### src/rtl/gcm_ctr_gen_pkg.sv
// -----------------------------------------------------------------------------
// gcm_ctr_gen_pkg
// Shared constants and types for the GCM counter-block generator.
//   BLK_W      : cipher block width (IV || counter)
//   J0_CTR     : counter value appended to the IV to form the pre-counter block J0
//   FIRST_CTR  : first counter value handed out for payload blocks
//   ctx_t      : per-channel context layout at the default widths
// -----------------------------------------------------------------------------
package gcm_ctr_gen_pkg;

    localparam int unsigned BLK_W     = 128;
    localparam int unsigned DEF_CTR_W = 32;
    localparam int unsigned DEF_IV_W  = BLK_W - DEF_CTR_W;
    localparam int unsigned DEF_LEN_W = 32;

    localparam int unsigned J0_CTR    = 1;
    localparam int unsigned FIRST_CTR = 2;

    // One channel context: the IV is fixed for the instance, the counter field
    // advances per issued block, and 'remaining' bounds how many blocks may be drawn.
    typedef struct packed {
        logic                 active;
        logic [DEF_LEN_W-1:0] remaining;
        logic [DEF_CTR_W-1:0] ctr;
        logic [DEF_IV_W-1:0]  iv;
    } ctx_t;

endpackage

### src/rtl/gcm_ctr_ctx.sv
// -----------------------------------------------------------------------------
// gcm_ctr_ctx
// Storage and update logic for one counter context (one channel).
//   clk, rst_n     : clock, asynchronous active-low reset
//   i_load         : start a new instance (IV, counter preset, block budget)
//   i_iv           : instance IV
//   i_num_blocks   : block budget; zero leaves the context inactive
//   i_adv          : one block was issued from this context
//   o_iv, o_ctr    : current IV and counter field
//   o_active       : context still has blocks to hand out
//   o_last         : the next issued block consumes the final budget entry
// -----------------------------------------------------------------------------
module gcm_ctr_ctx
    import gcm_ctr_gen_pkg::*;
#(
    parameter int unsigned      IV_W     = DEF_IV_W,
    parameter int unsigned      CTR_W    = DEF_CTR_W,
    parameter int unsigned      LEN_W    = DEF_LEN_W,
    parameter logic [CTR_W-1:0] CTR_INIT = CTR_W'(FIRST_CTR)
) (
    input  logic             clk,
    input  logic             rst_n,
    input  logic             i_load,
    input  logic [IV_W-1:0]  i_iv,
    input  logic [LEN_W-1:0] i_num_blocks,
    input  logic             i_adv,
    output logic [IV_W-1:0]  o_iv,
    output logic [CTR_W-1:0] o_ctr,
    output logic             o_active,
    output logic             o_last
);

    logic [IV_W-1:0]  r_iv;
    logic [CTR_W-1:0] r_ctr;
    logic [LEN_W-1:0] r_rem;
    logic             r_active;

    // NOTE: state registers use non-blocking assignments so every context
    // samples the same pre-edge values regardless of evaluation order.
    always_ff @(posedge clk or negedge rst_n) begin
        if (!rst_n) begin
            r_iv     <= '0;
            r_ctr    <= '0;
            r_rem    <= '0;
            r_active <= 1'b0;
        end else if (i_load) begin
            // A load discards whatever instance was in flight on this channel.
            r_iv     <= i_iv;
            r_ctr    <= CTR_INIT;
            r_rem    <= i_num_blocks;
            r_active <= (i_num_blocks != '0);
        end else if (i_adv && r_active) begin
            // Counter wraps modulo 2^CTR_W; the IV field is never touched.
            r_ctr    <= r_ctr + CTR_W'(1);
            r_rem    <= r_rem - LEN_W'(1);
            r_active <= (r_rem != LEN_W'(1));
        end
    end

    assign o_iv     = r_iv;
    assign o_ctr    = r_ctr;
    assign o_active = r_active;
    assign o_last   = (r_rem == LEN_W'(1));

endmodule

### src/rtl/gcm_ctr_gen.sv
// -----------------------------------------------------------------------------
// gcm_ctr_gen
// Multi-channel GCM counter-block generator. Each channel is loaded with an IV
// and a block budget; requests then draw {IV, counter} blocks one per cycle.
//   clk, rst_n                       : clock, asynchronous active-low reset
//   i_load, i_load_ch, i_iv,
//   i_num_blocks                     : start a new instance on a channel
//   o_j0, o_j0_valid                 : pre-counter block {IV, 1}, one cycle after load
//   i_req_valid, i_req_ch,
//   o_req_ready                      : counter-block request handshake
//   o_cb_valid, o_cb, o_cb_ch,
//   o_cb_last, i_cb_ready            : counter-block output handshake
//   o_err                            : one-cycle pulse on a rejected request
// Parameters: NUM_CH channels, IV_W/CTR_W field widths, LEN_W budget width,
// CTR_INIT first payload counter (normally FIRST_CTR).
// -----------------------------------------------------------------------------
module gcm_ctr_gen
    import gcm_ctr_gen_pkg::*;
#(
    parameter int unsigned      NUM_CH   = 4,
    parameter int unsigned      IV_W     = DEF_IV_W,
    parameter int unsigned      CTR_W    = DEF_CTR_W,
    parameter int unsigned      LEN_W    = DEF_LEN_W,
    parameter logic [CTR_W-1:0] CTR_INIT = CTR_W'(FIRST_CTR),
    localparam int unsigned     CH_W     = (NUM_CH > 1) ? $clog2(NUM_CH) : 1,
    localparam int unsigned     BLK      = IV_W + CTR_W
) (
    input  logic             clk,
    input  logic             rst_n,
    input  logic             i_load,
    input  logic [CH_W-1:0]  i_load_ch,
    input  logic [IV_W-1:0]  i_iv,
    input  logic [LEN_W-1:0] i_num_blocks,
    output logic [BLK-1:0]   o_j0,
    output logic             o_j0_valid,
    input  logic             i_req_valid,
    input  logic [CH_W-1:0]  i_req_ch,
    output logic             o_req_ready,
    output logic             o_cb_valid,
    output logic [BLK-1:0]   o_cb,
    output logic [CH_W-1:0]  o_cb_ch,
    output logic             o_cb_last,
    input  logic             i_cb_ready,
    output logic             o_err
);

    // Context views are padded to a power of two so any i_req_ch value indexes
    // safely; padding entries read as inactive.
    localparam int unsigned CH_N = 1 << CH_W;

    logic [IV_W-1:0]  w_iv     [CH_N];
    logic [CTR_W-1:0] w_ctr    [CH_N];
    logic [CH_N-1:0]  w_active;
    logic [CH_N-1:0]  w_last;

    logic w_flow;
    logic w_collide;
    logic w_req_ready;
    logic w_accept;
    logic w_issue;
    logic w_reject;

    logic             r_rdy_en;
    logic [BLK-1:0]   r_j0;
    logic             r_j0_valid;
    logic             r_cb_valid;
    logic [BLK-1:0]   r_cb;
    logic [CH_W-1:0]  r_cb_ch;
    logic             r_cb_last;
    logic             r_err;

    for (genvar g = 0; g < CH_N; g++) begin : g_ch
        if (g < NUM_CH) begin : g_ctx
            logic w_load;
            logic w_adv;

            assign w_load = i_load && (i_load_ch == CH_W'(g));
            assign w_adv  = w_issue && (i_req_ch == CH_W'(g));

            gcm_ctr_ctx #(
                .IV_W     (IV_W),
                .CTR_W    (CTR_W),
                .LEN_W    (LEN_W),
                .CTR_INIT (CTR_INIT)
            ) u_ctx (
                .clk          (clk),
                .rst_n        (rst_n),
                .i_load       (w_load),
                .i_iv         (i_iv),
                .i_num_blocks (i_num_blocks),
                .i_adv        (w_adv),
                .o_iv         (w_iv[g]),
                .o_ctr        (w_ctr[g]),
                .o_active     (w_active[g]),
                .o_last       (w_last[g])
            );
        end else begin : g_pad
            assign w_iv[g]     = '0;
            assign w_ctr[g]    = '0;
            assign w_active[g] = 1'b0;
            assign w_last[g]   = 1'b0;
        end
    end

    // The output slot can take a new block when it is empty or being drained.
    assign w_flow      = !r_cb_valid || i_cb_ready;
    // A same-cycle load of the requested channel would race the read, so the
    // request is held off and flagged instead.
    assign w_collide   = i_load && (i_load_ch == i_req_ch);
    // r_rdy_en keeps ready low for the first cycle after reset release.
    assign w_req_ready = r_rdy_en && w_flow && !w_collide;
    assign w_accept    = i_req_valid && w_req_ready;
    assign w_issue     = w_accept && w_active[i_req_ch];
    assign w_reject    = i_req_valid && r_rdy_en && w_flow &&
                         (w_collide || !w_active[i_req_ch]);

    always_ff @(posedge clk or negedge rst_n) begin
        if (!rst_n) begin
            r_rdy_en   <= 1'b0;
            r_j0       <= '0;
            r_j0_valid <= 1'b0;
            r_cb_valid <= 1'b0;
            r_cb       <= '0;
            r_cb_ch    <= '0;
            r_cb_last  <= 1'b0;
            r_err      <= 1'b0;
        end else begin
            r_rdy_en   <= 1'b1;
            r_j0_valid <= i_load;
            r_err      <= w_reject;
            if (i_load) begin
                r_j0 <= {i_iv, CTR_W'(J0_CTR)};
            end
            if (w_issue) begin
                r_cb_valid <= 1'b1;
                r_cb       <= {w_iv[i_req_ch], w_ctr[i_req_ch]};
                r_cb_ch    <= i_req_ch;
                r_cb_last  <= w_last[i_req_ch];
            end else if (i_cb_ready) begin
                r_cb_valid <= 1'b0;
            end
        end
    end

    assign o_req_ready = w_req_ready;
    assign o_j0        = r_j0;
    assign o_j0_valid  = r_j0_valid;
    assign o_cb_valid  = r_cb_valid;
    assign o_cb        = r_cb;
    assign o_cb_ch     = r_cb_ch;
    assign o_cb_last   = r_cb_last;
    assign o_err       = r_err;

endmodule

### config.mk
export PLATFORM = sky130hd
export DESIGN_NAME = gcm_ctr_gen
export DESIGN_NICKNAME = d
export VERILOG_FILES = /design/src/rtl/gcm_ctr_gen_pkg.sv /design/src/rtl/gcm_ctr_ctx.sv /design/src/rtl/gcm_ctr_gen.sv
export SDC_FILE = /design/constraint.sdc
export NUM_CORES = 2
export LEC_CHECK = 0
export CAP_MARGIN = 40
export CORE_MARGIN = 8
export CORE_UTILIZATION = 25
export CTS_BUF_LIST = sky130_fd_sc_hd__clkbuf_8 sky130_fd_sc_hd__clkbuf_16
export DETAILED_ROUTE_END_ITERATION = 16
export PLACE_DENSITY_LB_ADDON = 0.15
export SYNTH_ARGS = -nofsm -noshare
export SYNTH_HDL_FRONTEND = slang
export SYNTH_SLANG_ARGS = --single-unit
### constraint.sdc
create_clock -name clk -period 4.9 [get_ports clk]
set_input_delay 0.735 -clock clk [delete_from_list [all_inputs] [get_ports clk]]
set_output_delay 0.735 -clock clk [all_outputs]
set_load 0.05 [all_outputs]
# After elaboration in Yosys (flattened, before gate mapping)
# Cells that the tools add are included.
[word_totals]
reg_bits = 876
input_bits = 137
output_inout_bits = 263
wordCells = 119
[classes]
add_sub_neg = 8
n_lt_le_gt_ge = 2
eq_ne = 15
mux = 36
n_bitwise = 1
reduce_logical = 33
[op_table]
columns = ["op", "n"]
rows = [
  ["$mux 32", 18],
  ["$bmux 96 s2", 1],
  ["$mux 96", 2],
  ["$add 32x1->32 const B", 4],
  ["$eq 32x1->1 const B", 4],
  ["$ne 32x1->1 const B", 4],
  ["$sub 32x1->32 const B", 4],
  ["$bmux 32 s2", 1],
  ["$reduce_bool 32->1", 1],
  ["$logic_and 1x1->1", 20],
  ["$mux 1", 12],
  ["$reduce_bool 2->1", 5],
  ["$eq 2x2->1 const B", 4],
  ["$bmux 1 s2", 2],
  ["$eq 2x1->1 const B", 2],
  ["$logic_not 2->1", 2],
  ["$ge 3x3->1 const B", 1],
  ["$logic_not 1->1", 3],
  ["$lt 2x3->1 const B", 1],
  ["$not 2->3", 1],
  ["$eq 2x2->1", 1],
  ["$logic_or 1x1->1", 2],
]

# Longest topological paths before layout
[depth]
ltp_word = 10
depth_mapped = 10
depth_no_buf = 7

# Cells and area by module
# Synthesis repeated with hierarchy kept, for this count alone.
[unflattened]
hier_cells = 3051
hier_area_um2 = 40526.4
[modules_own_cells]
columns = ["mod", "instances", "cells_per_inst", "area_each_um2", "seq_area_each_um2"]
rows = [
  ["gcm_ctr_ctx at g_ch[0].g_ctx.u_ctx ...", 3, 589, 7038.0, 4028.9],
  ["gcm_ctr_gen", 1, 699, 12341.8, 5805.6],
  ["gcm_ctr_ctx at g_ch[3].g_ctx.u_ctx", 1, 585, 7070.5, 4028.9],
]

# Least setup slack after synthesis
# OpenSTA, ideal clock, no wires.
[synth_path]
path_type = "input port to output port"
start = "input port i_req_ch[0]"
end = "output port o_req_ready"
arrival_time_ns = 2.699
required_time_ns = 4.165
slack_ns = 1.466
stages = 8
path_buffers = 5
path_cell_list = "clkbuf_1 > xnor2_1 > nand3_1 > buf_2 > buf_2 > buf_1 > buf_1 > and3_1"
[synth_via]
elab_chain_cells = 4
[synth_rtl]
columns = ["element", "line_no", "source"]
rows = [
  ["from (decl)", "gcm_ctr_gen.sv:37", "input logic [CH_W-1:0] i_req_ch,"],
  ["$eq 2x2->1", "gcm_ctr_gen.sv:109", "assign w_collide = i_load && (i_load_ch == i_req_ch);"],
  ["$logic_and 1x1->1", "gcm_ctr_gen.sv:109", ""],
  ["$logic_not 1->1", "gcm_ctr_gen.sv:111", "assign w_req_ready = r_rdy_en && w_flow && !w_collide;"],
  ["$logic_and 1x1->1", "gcm_ctr_gen.sv:111", ""],
  ["to (decl)", "gcm_ctr_gen.sv:38", "output logic o_req_ready,"],
]
# No other way between the ends.

# Final worst setup path
[layout_path]
start = "input port i_load_ch[1]"
end = "output port o_req_ready"
[layout_via]
elab_chain_cells = 4
[layout_rtl]
columns = ["element", "line_no", "source"]
rows = [
  ["from (decl)", "gcm_ctr_gen.sv:31", "input logic [CH_W-1:0] i_load_ch,"],
  ["$eq 2x2->1", "gcm_ctr_gen.sv:109", ""],
  ["$logic_and 1x1->1", "gcm_ctr_gen.sv:109", ""],
  ["$logic_not 1->1", "gcm_ctr_gen.sv:111", ""],
  ["$logic_and 1x1->1", "gcm_ctr_gen.sv:111", ""],
]
# No other way between the ends.

==> impl_results.md <==
- Num CTS Buffers: 109
- First-pass GRT wire length: 213000 um
- Status: finished, final reports clean
- Clock root cell: clkbuf_16
- Highest Signal Layer: met4
- RR Endpoint: g_ch[2].g_ctx.u_ctx.r_rem[28]$_DFFE_PN0P_
- Drc violations: 0
- Sequential fraction of the synthesis area: 0.539
- Arrival time worst endpoint: 2.96 ns
- H-tree Lvls: 3
- Final Hold Vio Count: 0
- Met2 Wirelength: 68600 um
- Syn-to-layout area delta: 24.6%
- Post-route ant nets: 0
- Starting density of the core: 0.251
- Worst setup path class: primary input to output pin
- Yosys cell types: 66
- Multiplexer area fraction after synthesis: 0.134
- Total core area: 162000 sq um
- Clock Tree Buf Depth: 3
- Max Cap Violations: 0
- Peak supply drop: 0.341 mV
- Post-Syn Instances: 3975
- Synthesized flop and latch total: 876
- Setup slack, reg-to-reg: 1.72 ns
- Area share of the largest cell type after synthesis: 0.539
- WL/cell: 21.4 um
- Input/output buffers: 368
- CTS tree: yes
- Most common cell in the synthesized netlist: nand2_1
- Post-synth EDFFs: 0
- Via/cell ratio: 4.80
- Yosys warnings: 0
- Min Tclk post-route: 3.70 ns
- Reg clk slew, reported paths: 0.06 ns
- Total Wirelength: 140000 um
- List of most frequent post-synthesis cells: 1278 x nand2_1, 876 x dfrtp_1, 224 x mux2_2
- Site row count: 148
- Worst EP required: 4.16 ns
- Maximum clock rate: 0.270 GHz
- R2r worst-path depth: 5
- Setup tns final: 0 ns
- Synth Area in Compound Gates: 0.0694
- Adder-Cell Fraction of Synth Area: 0.00369
- Max Slew Vio Count: 0
- Lkg Pwr: 21.8 nW
- I/O Pins: 400
- Launching point of the worst reg2reg path: g_ch[2].g_ctx.u_ctx.r_rem[5]$_DFFE_PN0P_
- Synth Area in Simple Gates: 0.213
- Die area: 176000 sq um
- Number of diodes: 0
- Clk sink count: 876
- Ratio of final minimum period to clock period: 0.755
- Synth area leaders: dfrtp_1 54%, nand2_1 12%, mux4_2 7.1%
- Final Non-Filler Cells: 6551
- CP startpoint: i_load_ch[1]
- Slew @ Worst Pin: 0.889 ns
- Path type of the worst min-delay path: primary input to asynchronous set/reset pin
- M1 wire length: 62200 um
- Initial antenna violation count: 1
- Setup Viol. Count Final: 0
- Top_reg_cell synth: dfrtp_1
- Relative slew slack: 0.402
- Placer Congestion: 0.786
- Mapped cell area: 40700 sq um
- Largest family of logic cells by synthesized area: simple AND/OR/NAND/NOR gates
- Pre-Repair DR Iteration Count: 5
- Most frequent CP cell: clkdlybuf4s50_1
- Max incr delay on CP: 0.70 ns
- Vias in the first global route: 31800
- P per Cell Area: 455 nW/um^2
- Synth area leader: dfrtp_1
- Clock Latency Late Sink: 0.75 ns
- Pin count of the biggest net entering global routing: 113
- Post-CTS Resized: 0
- Met3 Wirelength: 5450 um
- Drt initial violations: 2132
- Detailed placement HPWL: 90900 um
- CP endpoint kind: output pin
- Peak fanout along the critical path: 9
- Die Width: 419 um
- Slowest-stage cell, CP: clkdlybuf4s50_1
- All-layer global routing usage: 0.155
- Layout cell share with drive strength beyond 1: 0.151
- Startpoint Class: primary input
- Syn Area/Cell: 10.2 sq um
- Hold-fix buffers, CTS: 0
- GRT overflow: 0
- Vias post-DR: 31500
- Post-CTS Setup Bufs: 0
- Max Clock Skew: 0.0672 ns
- Placed insts: 6350
- Xor/xnor share of the synthesized area: 0.00947
- RSZ-0062 raised after global routing: no
- Cell Chain, Critical Path: clkdlybuf4s50_1 -> xnor2_1 -> nand3_2 -> and3_1 -> clkdlybuf4s50_1
- Layout Nets: 4435
- Post-synthesis async set-or-reset flop share: 1.00
- Die height: 419 um
## sequential cells by signal, summed over array words and instances (netlist names), 2 cells and up
name                       cells
g_ch.g_ctx.u_ctx.o_active      4
g_ch.g_ctx.u_ctx.r_rem       128
o_cb_ch                        2
o_j0                          97
o_cb                         128
g_ch.g_ctx.u_ctx.o_ctr       128
g_ch.g_ctx.u_ctx.o_iv        384
## power breakdown
part	total [mW]	internal, mW	switching, mW
Clock	8.45	4.98	3.46
Sequential	9.18	8.42	0.760
Combinational	5.45	1.99	3.46
Total	23.1	15.4	7.68
## routing by layer
metal  vias to the layer above  global-route usage
li1                      14500                   -
met5                         -                   0
met3                       202              0.0259
met2                       615               0.263
met1                     16100               0.205
met4                         0              0.0433
## placed cells by master, fill, tap and decap left out, drive strengths merged, types with 15 or more instances in the layout
master and n:
inv 71, nor4 68, xnor2 31, nor2 138
mux4 129, and3 15, nand3 78, buf 74
conb 32, mux2 224, nand4 64, clkbuf 138
a21oi 104, or3 86, o21ai 113, nand2 1278
dfrtp 876, a31oi 58, or2 21, o31ai 67
clkdlybuf4s50 364, or4 96, clkinv 23, o211ai 19
a221o 18, nor3 35
## stage by stage
step	worst slack [ns]	utilization	hold slack, ns	total power, mW	area (sq um)
after floorplan	1.47	-	0.439	12.6	40800
final	1.20	0.313	0.0363	23.1	50700
after detailed placement	1.05	0.289	0.455	14.8	46900
after CTS	1.16	0.313	0.0194	23.5	50700
after global routing	1.08	0.313	0.0519	24.2	50700
after global placement	1.19	0.289	0.451	14.8	46900
## cell type report
class / count / area (sq um)
fill: 16800 / 112000
sequential: 876 / 21900
multi-input combinational: 2818 / 17600
timing repair buffer: 439 / 4470
clock buffer: 138 / 3130
tap: 2175 / 2720
clock inverter: 63 / 669
inverter: 42 / 158
## worst max-delay path: cells and delay by family
family / cells / cell delay (ns)
buf+inv: 2 / 1.35
xor+xnor: 1 / 0.35
simple gates: 2 / 0.53
## worst max-delay path by stage
stage | slack [ns] | end | depth (start not counted)
3_5_place_dp | 1.05 | o_cb[67]$_DFFE_PN0N_ | 7
3_3_place_gp | 1.19 | o_cb[48]$_DFFE_PN0N_ | 7
6_report | 1.20 | o_req_ready | 5
5_1_grt | 1.08 | o_req_ready | 5
2_1_floorplan | 1.47 | o_req_ready | 8
4_1_cts | 1.16 | o_req_ready | 5
## cells by family (layout without fill, tap and decap cells)
kind of cell,after synthesis,after routing
xor+xnor,44,44
other cells,2,32
mux,355,355
flops,876,876
compound gates,442,442
buf+inv,311,682
simple gates,1933,1933
fa+ha+maj,12,12
Power figures use the tool's default switching activity.
